**src/rtl/tape_bit_decoder.sv**
```systemverilog
// -----------------------------------------------------------------------------
// tape_bit_decoder
//
// Cassette tape input decoder. Measures the falling-edge-to-falling-edge period
// of the comparator signal, classifies each period as a 1 bit (short) or a 0 bit
// (long), and frames bytes: start 0, 8 data bits LSB-first, odd parity, then
// stop 1s.
//
// Optional feature macro: TAPE_DEC_LEADER_EN
//   Defined     - a run of LEADER_MIN consecutive 1 bits in IDLE is required
//                 (synced) before a 0 bit is accepted as a start bit.
//   Not defined - synced is tied high and every 0 bit in IDLE starts a frame.
//
// Parameters
//   THRESH      period (clk cycles) below which a bit is 1, otherwise 0
//   MIN_PERIOD  edges closer than this to the reference edge are ignored
//   TIMEOUT     cycles without an accepted edge before the reference is dropped
//   LEADER_MIN  consecutive 1 bits needed for sync (leader feature only)
//
// Ports
//   clk         system clock
//   reset       synchronous, active-high
//   enable      tape motor on; low holds the decoder idle
//   tape_in     asynchronous comparator output
//   dout        last received byte
//   byte_valid  one-cycle strobe, dout/parity_err valid
//   parity_err  parity check failed (qualified by byte_valid)
//   frame_err   one-cycle strobe: stop bit was 0, or timeout mid-frame
//   busy        frame in progress (DATA/PARITY/STOP)
//   synced      leader seen (tied high without the leader feature)
// -----------------------------------------------------------------------------
module tape_bit_decoder #(
  parameter int unsigned THRESH     = 11974,
  parameter int unsigned MIN_PERIOD = 4000,
  parameter int unsigned TIMEOUT    = 32768,
  parameter int unsigned LEADER_MIN = 16
) (
  input  logic       clk,
  input  logic       reset,
  input  logic       enable,
  input  logic       tape_in,
  output logic [7:0] dout,
  output logic       byte_valid,
  output logic       parity_err,
  output logic       frame_err,
  output logic       busy,
  output logic       synced
);

  localparam logic [1:0] ST_IDLE   = 2'd0;
  localparam logic [1:0] ST_DATA   = 2'd1;
  localparam logic [1:0] ST_PARITY = 2'd2;
  localparam logic [1:0] ST_STOP   = 2'd3;

  logic        sync_a;
  logic        s;
  logic        s_prev;
  logic        fall;
  logic [15:0] cnt;
  logic        have_ref;
  logic [31:0] period;
  logic        timeout;
  logic        bit_stb;
  logic        bit_val;
  logic [1:0]  state;
  logic [2:0]  n;
  logic [7:0]  sr;
  logic        acc;
  logic        start_ok;

  // Two-flop synchronizer plus one history flop for falling-edge detection.
  always_ff @(posedge clk) begin
    if (reset) begin
      sync_a <= 1'b0;
      s      <= 1'b0;
      s_prev <= 1'b0;
    end else begin
      sync_a <= tape_in;
      s      <= sync_a;
      s_prev <= s;
    end
  end

  assign fall    = s_prev & ~s;
  // Period includes the edge cycle itself: cnt was cleared on the previous edge.
  assign period  = 32'(cnt) + 32'd1;
  assign timeout = (32'(cnt) == TIMEOUT);
  // An edge coinciding with a timeout only re-establishes the reference.
  assign bit_stb = fall & have_ref & ~timeout & (period >= MIN_PERIOD);
  assign bit_val = (period < THRESH);
  assign busy    = (state != ST_IDLE);

  // Period counter and reference-edge tracking.
  always_ff @(posedge clk) begin
    if (reset || !enable) begin
      cnt      <= '0;
      have_ref <= 1'b0;
    end else if (fall && (!have_ref || timeout)) begin
      have_ref <= 1'b1;
      cnt      <= '0;
    end else if (timeout) begin
      have_ref <= 1'b0;          // cnt stays saturated at TIMEOUT
    end else if (bit_stb) begin
      cnt      <= '0;
    end else begin
      cnt      <= cnt + 16'd1;   // includes ignored glitch edges
    end
  end

  // Byte framing: one transition per decoded bit.
  always_ff @(posedge clk) begin
    if (reset) begin
      state      <= ST_IDLE;
      n          <= '0;
      sr         <= '0;
      acc        <= 1'b0;
      dout       <= '0;
      byte_valid <= 1'b0;
      parity_err <= 1'b0;
      frame_err  <= 1'b0;
    end else begin
      byte_valid <= 1'b0;
      frame_err  <= 1'b0;
      if (!enable) begin
        state <= ST_IDLE;
      end else if (timeout) begin
        state     <= ST_IDLE;
        frame_err <= busy;
      end else if (bit_stb) begin
        case (state)
          ST_IDLE: begin
            // 1 bits here are leader or trailing stop bits and are absorbed.
            if (!bit_val && start_ok) begin
              state <= ST_DATA;
              n     <= '0;
              acc   <= 1'b1;     // odd parity: seed accumulator with 1
            end
          end
          ST_DATA: begin
            sr  <= {bit_val, sr[7:1]};
            acc <= acc ^ bit_val;
            n   <= n + 3'd1;
            if (n == 3'd7) begin
              state <= ST_PARITY;
            end
          end
          ST_PARITY: begin
            dout       <= sr;
            parity_err <= (acc != bit_val);
            byte_valid <= 1'b1;
            state      <= ST_STOP;
          end
          ST_STOP: begin
            // A 0 here is a framing error and is not reused as a start bit.
            if (!bit_val) begin
              frame_err <= 1'b1;
            end
            state <= ST_IDLE;
          end
          default: state <= ST_IDLE;
        endcase
      end
    end
  end

`ifdef TAPE_DEC_LEADER_EN
  logic [7:0] lead_cnt;
  logic [7:0] lead_nxt;

  assign lead_nxt = (lead_cnt == 8'hFF) ? lead_cnt : lead_cnt + 8'd1;

  // Leader detection: counts consecutive 1 bits seen while idle.
  always_ff @(posedge clk) begin
    if (reset || !enable || timeout) begin
      lead_cnt <= '0;
      synced   <= 1'b0;
    end else if (bit_stb && state == ST_IDLE) begin
      if (bit_val) begin
        lead_cnt <= lead_nxt;
        if (32'(lead_nxt) >= LEADER_MIN) begin
          synced <= 1'b1;
        end
      end else begin
        lead_cnt <= '0;
      end
    end
  end

  assign start_ok = synced;
`else
  assign synced   = 1'b1;
  assign start_ok = 1'b1;
`endif

endmodule

```
**config.mk**
```make
export PLATFORM = sky130hd
export DESIGN_NAME = tape_bit_decoder
export DESIGN_NICKNAME = d
export VERILOG_FILES = /design/src/rtl/tape_bit_decoder.sv
export SDC_FILE = /design/constraint.sdc
export NUM_CORES = 1
export LEC_CHECK = 0
export CORE_MARGIN = 3
export CORE_UTILIZATION = 25
export CTS_CLUSTER_DIAMETER = 40
export DETAILED_ROUTE_END_ITERATION = 16
export PLACE_DENSITY_LB_ADDON = 0.1
export SLEW_MARGIN = 20
export SYNTH_ARGS = -nofsm -noshare
export SYNTH_HDL_FRONTEND = slang
export SYNTH_SLANG_ARGS = --single-unit
```
**constraint.sdc**
```tcl
create_clock -name clk -period 4.84 [get_ports clk]
set_clock_uncertainty 0.1 [all_clocks]
set_input_delay 0.726 -clock clk [delete_from_list [all_inputs] [get_ports clk]]
set_output_delay 0.726 -clock clk [all_outputs]
set_load 0.005 [all_outputs]
```
==> impl_metrics.py, run 1 <==
metrics = {
    "clocking": {
        "clkTransAtPathRegs_ns": 0.10,
        "post_cts_buffers": 0,
        "cts_root_buf": "clkbuf_8",
        "hold_buffers": 0,
        "cts_resized": 0,
        "clock_path_buffers": 2,
        "cts_max_level": 2,
        "cts_tree": "done",
        "cts_made_buffers": 5,
        "clk_latency_ns": 0.30,
        "numClockSinks": 45,
    },
    "die": {
        "dieArea_um2": 11000,
        "io_pins": 17,
        "die_w_um": 105,
        "coreArea_um2": 9370,
        "core.rowCount": 35,
        "start_util_pct": 26.1,
        "die_h_um": 105,
    },
    "timing": {
        "finalSetupViolCount": 0,
        "finalSetupTns_ns": 0,
        "timing.final.hold_violations": 0,
        "tightest_slew_ns": 0.606,
        "slew_headroom_pct": 59.6,
        "timing.final.ws_setup_ns": 1.46,
        "period_minus_slack_ns": 3.38,
        "slew_viol_final": 0,
        "clock.fmax_ghz": 0.296,
        "rsz0062_at_grt": "no",
        "hold_ws_ns": 0.352,
        "fin_crit_sh_pct": 69.9,
    },
    "critical_path": {
        "startpoint_type": "flop",
        "arrival_ns": 3.52,
        "end_kind": "flop",
        "regToRegEndpoint": "cnt[4]",
        "cp_max_fo": 14,
        "r2r_setup_slack_ns": 1.46,
        "reg2reg_from": "cnt[0]",
        "rr_worst_depth": 8,
        "crit_type": "reg -> reg",
        "cp.required_ns": 4.97,
    },
    "drt": {
        "drc": 0,
        "drt_iter0_markers": 51,
        "wl_um": 5420,
        "ant_nets": 0,
        "wl_per_cell_um": 13.3,
        "dr.pass1.iters": 4,
        "num_vias": 1868,
        "vias_per_cell": 4.59,
    },
    "cells_and_area": {
        "final_common_cell": "dfxtp_1",
        "antenna_cells": 0,
        "drive_above_1_share_pct": 8.27,
        "final_cell_mix": "45 x dfxtp_1, 36 x nor2_1, 20 x mux2i_1",
        "areaGrowthSynthToFinish_pct": 13.5,
        "layout.nets": 290,
        "fin_cells": 407,
        "fin_util_pct": 29.6,
    },
    "yosys": {
        "ys_seq_area_share_pct": 36.9,
        "yosys-top-cells-area": "dfxtp_1 37%, mux2i_1 8.2%, nor2_1 5.5%",
        "syn_nets": 282,
        "synthSimpleGateAreaFrac_pct": 24.3,
        "synthesis.area_um2": 2440,
        "synthDistinctLibCells": 54,
        "synthFlopType": "dfxtp_1",
        "ys_ff_latch": 45,
        "yosysTopAreaCell": "dfxtp_1",
        "synth_edf_count": 0,
        "synth_fa_ha_area_share_pct": 4.61,
        "synth_top_family_by_area": "simple AND/OR/NAND/NOR gates",
        "avgSynthCellArea_um2": 9.08,
        "synth_warnings": 0,
        "postSynth.asyncResetShare_pct": 0,
        "synth_xor_area_share_pct": 5.38,
        "synth_compound_area_share_pct": 14.9,
        "yosys-mux-area-fraction_pct": 8.20,
        "synth_top_area_share_pct": 36.9,
        "syn_inst": 269,
    },
    "power": {
        "power.leakage_nw": 0.969,
        "powerDensity_nw_per_um2": 236,
        "vdd_ir_drop_max_mv": 0.118,
    },
    "hold_path": {
        "min_to": "s",
        "hold_start": "sync_a",
        "holdCritPathClass": "reg -> reg",
        "hold_path_depth": 1,
    },
    "place": {
        "placedCellCount": 399,
        "gp_congestion": 0.773,
        "numPortBuffers": 15,
        "hpwl_um": 3840,
        "pre_cts_ws_ns": 1.48,
    },
    "job": {
        "drv_cap": 0,
    },
    "grt": {
        "grt-ovfl-total": 0,
        "grt_max_degree": 27,
        "antenna_found_initial": 0,
        "grt_usage_pct": 10.1,
        "grt_pass1_wl_um": 9090,
        "first_global_vias": 1801,
    },
    "run_status": {
        "outcome": "finished, final reports clean",
    },
}
-- layer usage --
layer / vias up / track usage [%] / routed length [µm]
li1: 971 / - / -
met4: 0 / 3.09 / 55
met2: 23 / 15.9 / 2510
met3: 4 / 2.29 / 116
met5: - / 0 / 0
met1: 870 / 13.6 / 2740
-- logic make-up after synthesis --
| logic type | count (synthesis) |
|---|---|
| AOI/OAI and AO/OA | 41 |
| and+or+nand+nor | 111 |
| xor gates and xnor gates | 15 |
| other | 1 |
| buffers and inverters | 27 |
| adders and majority gates | 9 |
| muxes | 20 |
| DFF | 45 |
-- flip-flops by register name, summed over array words and instances, names as in the netlist, 2 cells and up --
register  cells
cnt          16
dout          8
sr            8
n             3
state         2
-- report_power, final --
| group | total, mW | switching, mW | internal [mW] |
|---|---|---|---|
| combinational | 0.0191 | 0.0120 | 0.00704 |
| sequential | 0.374 | 0.00185 | 0.372 |
| clock | 0.260 | 0.143 | 0.118 |
-- worst max path at each step --
stage / from / to / slack, ns / cells after the start
after global routing: cnt[0] / cnt[3] / 1.12 / 8
after floorplan: cnt[1] / cnt[14] / 2.16 / 9
after CTS: cnt[0] / cnt[4] / 1.43 / 8
after global placement: cnt[1] / cnt[10] / 1.56 / 8
final: cnt[0] / cnt[4] / 1.46 / 8
after detailed placement: cnt[0] / cnt[6] / 1.48 / 8
-- area by class of cell --
cell class | instances | area, µm²
Fill cell | 1033 | 6600
Multi-Input combinational cell | 197 | 1400
Sequential cell | 45 | 901
Timing Repair Buffer | 17 | 165
Tap cell | 129 | 161
Clock buffer | 6 | 82.6
Inverter | 11 | 41.3
Clock inverter | 2 | 16.3
-- Yosys cell counts, types with 2 or more instances --
cell and instances:
nand2b_1 5, a21o_1 2, o2111ai_1 2, mux2i_1 20, ha_1 9, or4_1 4
o21ai_0 7, clkbuf_1 4, o21a_1 2, nand4_1 7, xnor2_1 9, nand3_1 9
xor2_1 6, nand3b_1 2, nand2_1 14, and4_1 2, inv_1 11, dfxtp_1 45
nor3_1 7, nor4_1 5, a21oi_1 9, nand4b_1 2, o2bb2ai_1 4, buf_4 6
nor2_1 36, and3_1 4, or3_1 2, nor2b_1 5, buf_2 4
-- stage by stage --
step	cell area [µm²]	power [mW]
after detailed placement	2670	0.402
after CTS	2770	0.667
after floorplan	2440	0.395
after global placement	2670	0.402
final	2770	0.653
after global routing	2770	0.680
-- worst max-delay path, cell delays in order (launching register included) --
cell,delay [ns]
dfxtp_1,0.45
ha_1,0.51
nand4_2,0.22
nor4_1,0.54
mux2i_1,0.33
o21ai_2,0.16
o21a_1,0.26
or3_1,0.56
nor2_1,0.18
Note: power is estimated with default switching activity, not from simulation.
==> run 2: changes to the inputs <==
clock period = 3.5 ns   (was 4.84 ns; I/O delays follow)
==> run 2 against run 1 <==
  * Flip-flop and latch count unchanged
  * Sequential share of layout area is 0.41 points lower
  * Worst setup slack got worse by 0.99 ns
  * First-iteration DRC count increased by 9.8%
==> impl_metrics.py, run 2 (same netlist as run 1, synthesis figures left out) <==
metrics = {
    "grt": {
        "grt_use_met3_pct": 2.41,
        "grt_pass1_wl_um": 9300,
        "first_global_vias": 1850,
        "grt_usage_pct": 10.3,
        "grt_max_degree": 26,
        "grt_busiest_layer": "met2",
        "met2_usage_pct": 16.6,
        "grt-ovfl-total": 0,
        "antenna_found_initial": 0,
        "use_met1_pct": 14.0,
    },
    "power": {
        "clkPwrFrac_pct": 43.5,
        "powerDensity_nw_per_um2": 343,
        "netSwitchingPower_mw": 0.219,
        "power_mw": 0.962,
        "vdd_ir_drop_max_mv": 0.153,
        "seqPwrFrac_pct": 53.7,
        "internal_power_mw": 0.743,
        "combPwrFrac_pct": 2.8,
        "swShare_pct": 22.8,
        "power.leakage_nw": 0.991,
    },
    "cells_and_area": {
        "multi_input_area_um2": 1400,
        "fill_cells": 1052,
        "seq_area_um2": 901,
        "antenna_cells": 0,
        "final_cell_area_um2": 2810,
        "largestRegisters": "cnt x16, dout x8, sr x8",
        "areaGrowthSynthToFinish_pct": 14.9,
        "final_common_cell": "dfxtp_1",
        "drive_above_1_share_pct": 8.93,
        "fin_cells": 409,
        "largest_reg_flops": 16,
        "final_cell_mix": "45 x dfxtp_1, 36 x nor2_1, 20 x mux2i_1",
        "top_register": "cnt",
        "layout.nets": 292,
    },
    "critical_path": {
        "startpoint_type": "flop",
        "arrival_ns": 3.16,
        "cp.required_ns": 3.63,
        "end_kind": "flop",
        "crit_type": "reg -> reg",
        "cp_max_fo": 13,
    },
    "die": {
        "die_h_um": 105,
        "start_util_pct": 26.1,
        "core.rowCount": 35,
        "dieArea_um2": 11000,
        "coreArea_um2": 9370,
        "io_pins": 17,
        "die_w_um": 105,
    },
    "clocking": {
        "numClockSinks": 45,
        "post_cts_buffers": 0,
        "hold_buffers": 0,
        "clock_path_buffers": 2,
        "cts_max_level": 2,
        "clkTransAtPathRegs_ns": 0.10,
        "cts_tree": "done",
        "cts_made_buffers": 5,
        "cts_root_buf": "clkbuf_8",
        "clk_latency_ns": 0.30,
        "cts_resized": 0,
    },
    "timing": {
        "period_minus_slack_ns": 3.03,
        "fin_crit_sh_pct": 86.6,
        "finalSetupViolCount": 0,
        "clock.fmax_ghz": 0.330,
        "finalSetupTns_ns": 0,
        "slew_viol_final": 0,
        "slew_headroom_pct": 57.7,
        "timing.final.hold_violations": 0,
        "rsz0062_at_grt": "no",
        "tightest_slew_ns": 0.635,
    },
    "run_status": {
        "outcome": "finished, final reports clean",
    },
    "place": {
        "placedCellCount": 401,
        "gp_congestion": 0.767,
        "dpl_cell_area_um2": 2690,
        "numPortBuffers": 15,
        "hpwl_um": 3930,
    },
    "drt": {
        "wl_um": 5380,
        "num_vias": 1865,
        "drc": 0,
        "wl_per_cell_um": 13.1,
        "ant_nets": 0,
        "drt_iter0_markers": 56,
        "dr.pass1.iters": 4,
        "vias_per_cell": 4.56,
    },
    "job": {
        "drv_cap": 0,
    },
    "hold_path": {
        "holdCritPathClass": "reg -> reg",
    },
}
## run 2: worst max-delay path: stages (launching register included)
cell and delay, ns:
dfxtp_1 0.46, ha_1 0.22, nand4_2 0.18, nor4_1 0.52, mux2i_1 0.32, o21ai_2 0.17, o21a_1 0.27, or3_1 0.56
nor2_1 0.18
## run 2: final cells by class
| class | instances | area share (%) |
|---|---|---|
| timing repair buffer | 19 | 6.42 |
| inverter | 11 | 1.47 |
| sequential | 45 | 32.1 |
| multi-input combinational | 197 | 50.0 |
| tap | 129 | 5.75 |
| clock buffer | 5 | 2.45 |
| clock inverter | 3 | 1.78 |
## run 2: power groups by stage
| stage | registers (mW) | clock network, mW | logic, mW |
|---|---|---|---|
| global route | 0.518 | 0.458 | 0.0311 |
| finish | 0.517 | 0.419 | 0.0268 |
| detailed placement | 0.529 | 0 | 0.0274 |
| floorplan | 0.528 | 0 | 0.0184 |
| CTS | 0.517 | 0.440 | 0.0275 |
| global placement | 0.529 | 0 | 0.0278 |
## run 2: through the flow
stage               util (%)  hold WS, ns  setup WS, ns
detailed placement      28.7        0.324         0.502
CTS                     29.9        0.351         0.473
floorplan                  -        0.314         0.816
finish                  29.9        0.347         0.469
global placement        28.7        0.320         0.556
global route            29.9        0.372         0.207
## run 2: path summary, 6_finish.rpt
path,startpoint,cells after the start,to,slack [ns]
worst max-delay path,cnt[0],8,cnt[14],0.47
worst min-delay path,sync_a,1,s,0.35
worst max register to register,cnt[0],8,cnt[14],0.47
worst min register to register,sync_a,1,s,0.35
## run 2: per-layer routing
layer | share of wire [%] | vias up
met5 | 0 | -
met4 | 0.73 | 0
met3 | 2.8 | 2
met2 | 48 | 24
met1 | 49 | 873
li1 | - | 966
==> run 3: changes to the inputs <==
CTS_CLUSTER_DIAMETER = default   (was 40)
==> results of run 3 <==
Same layout as run 2: the final DEF is identical, and so are final timing and power.
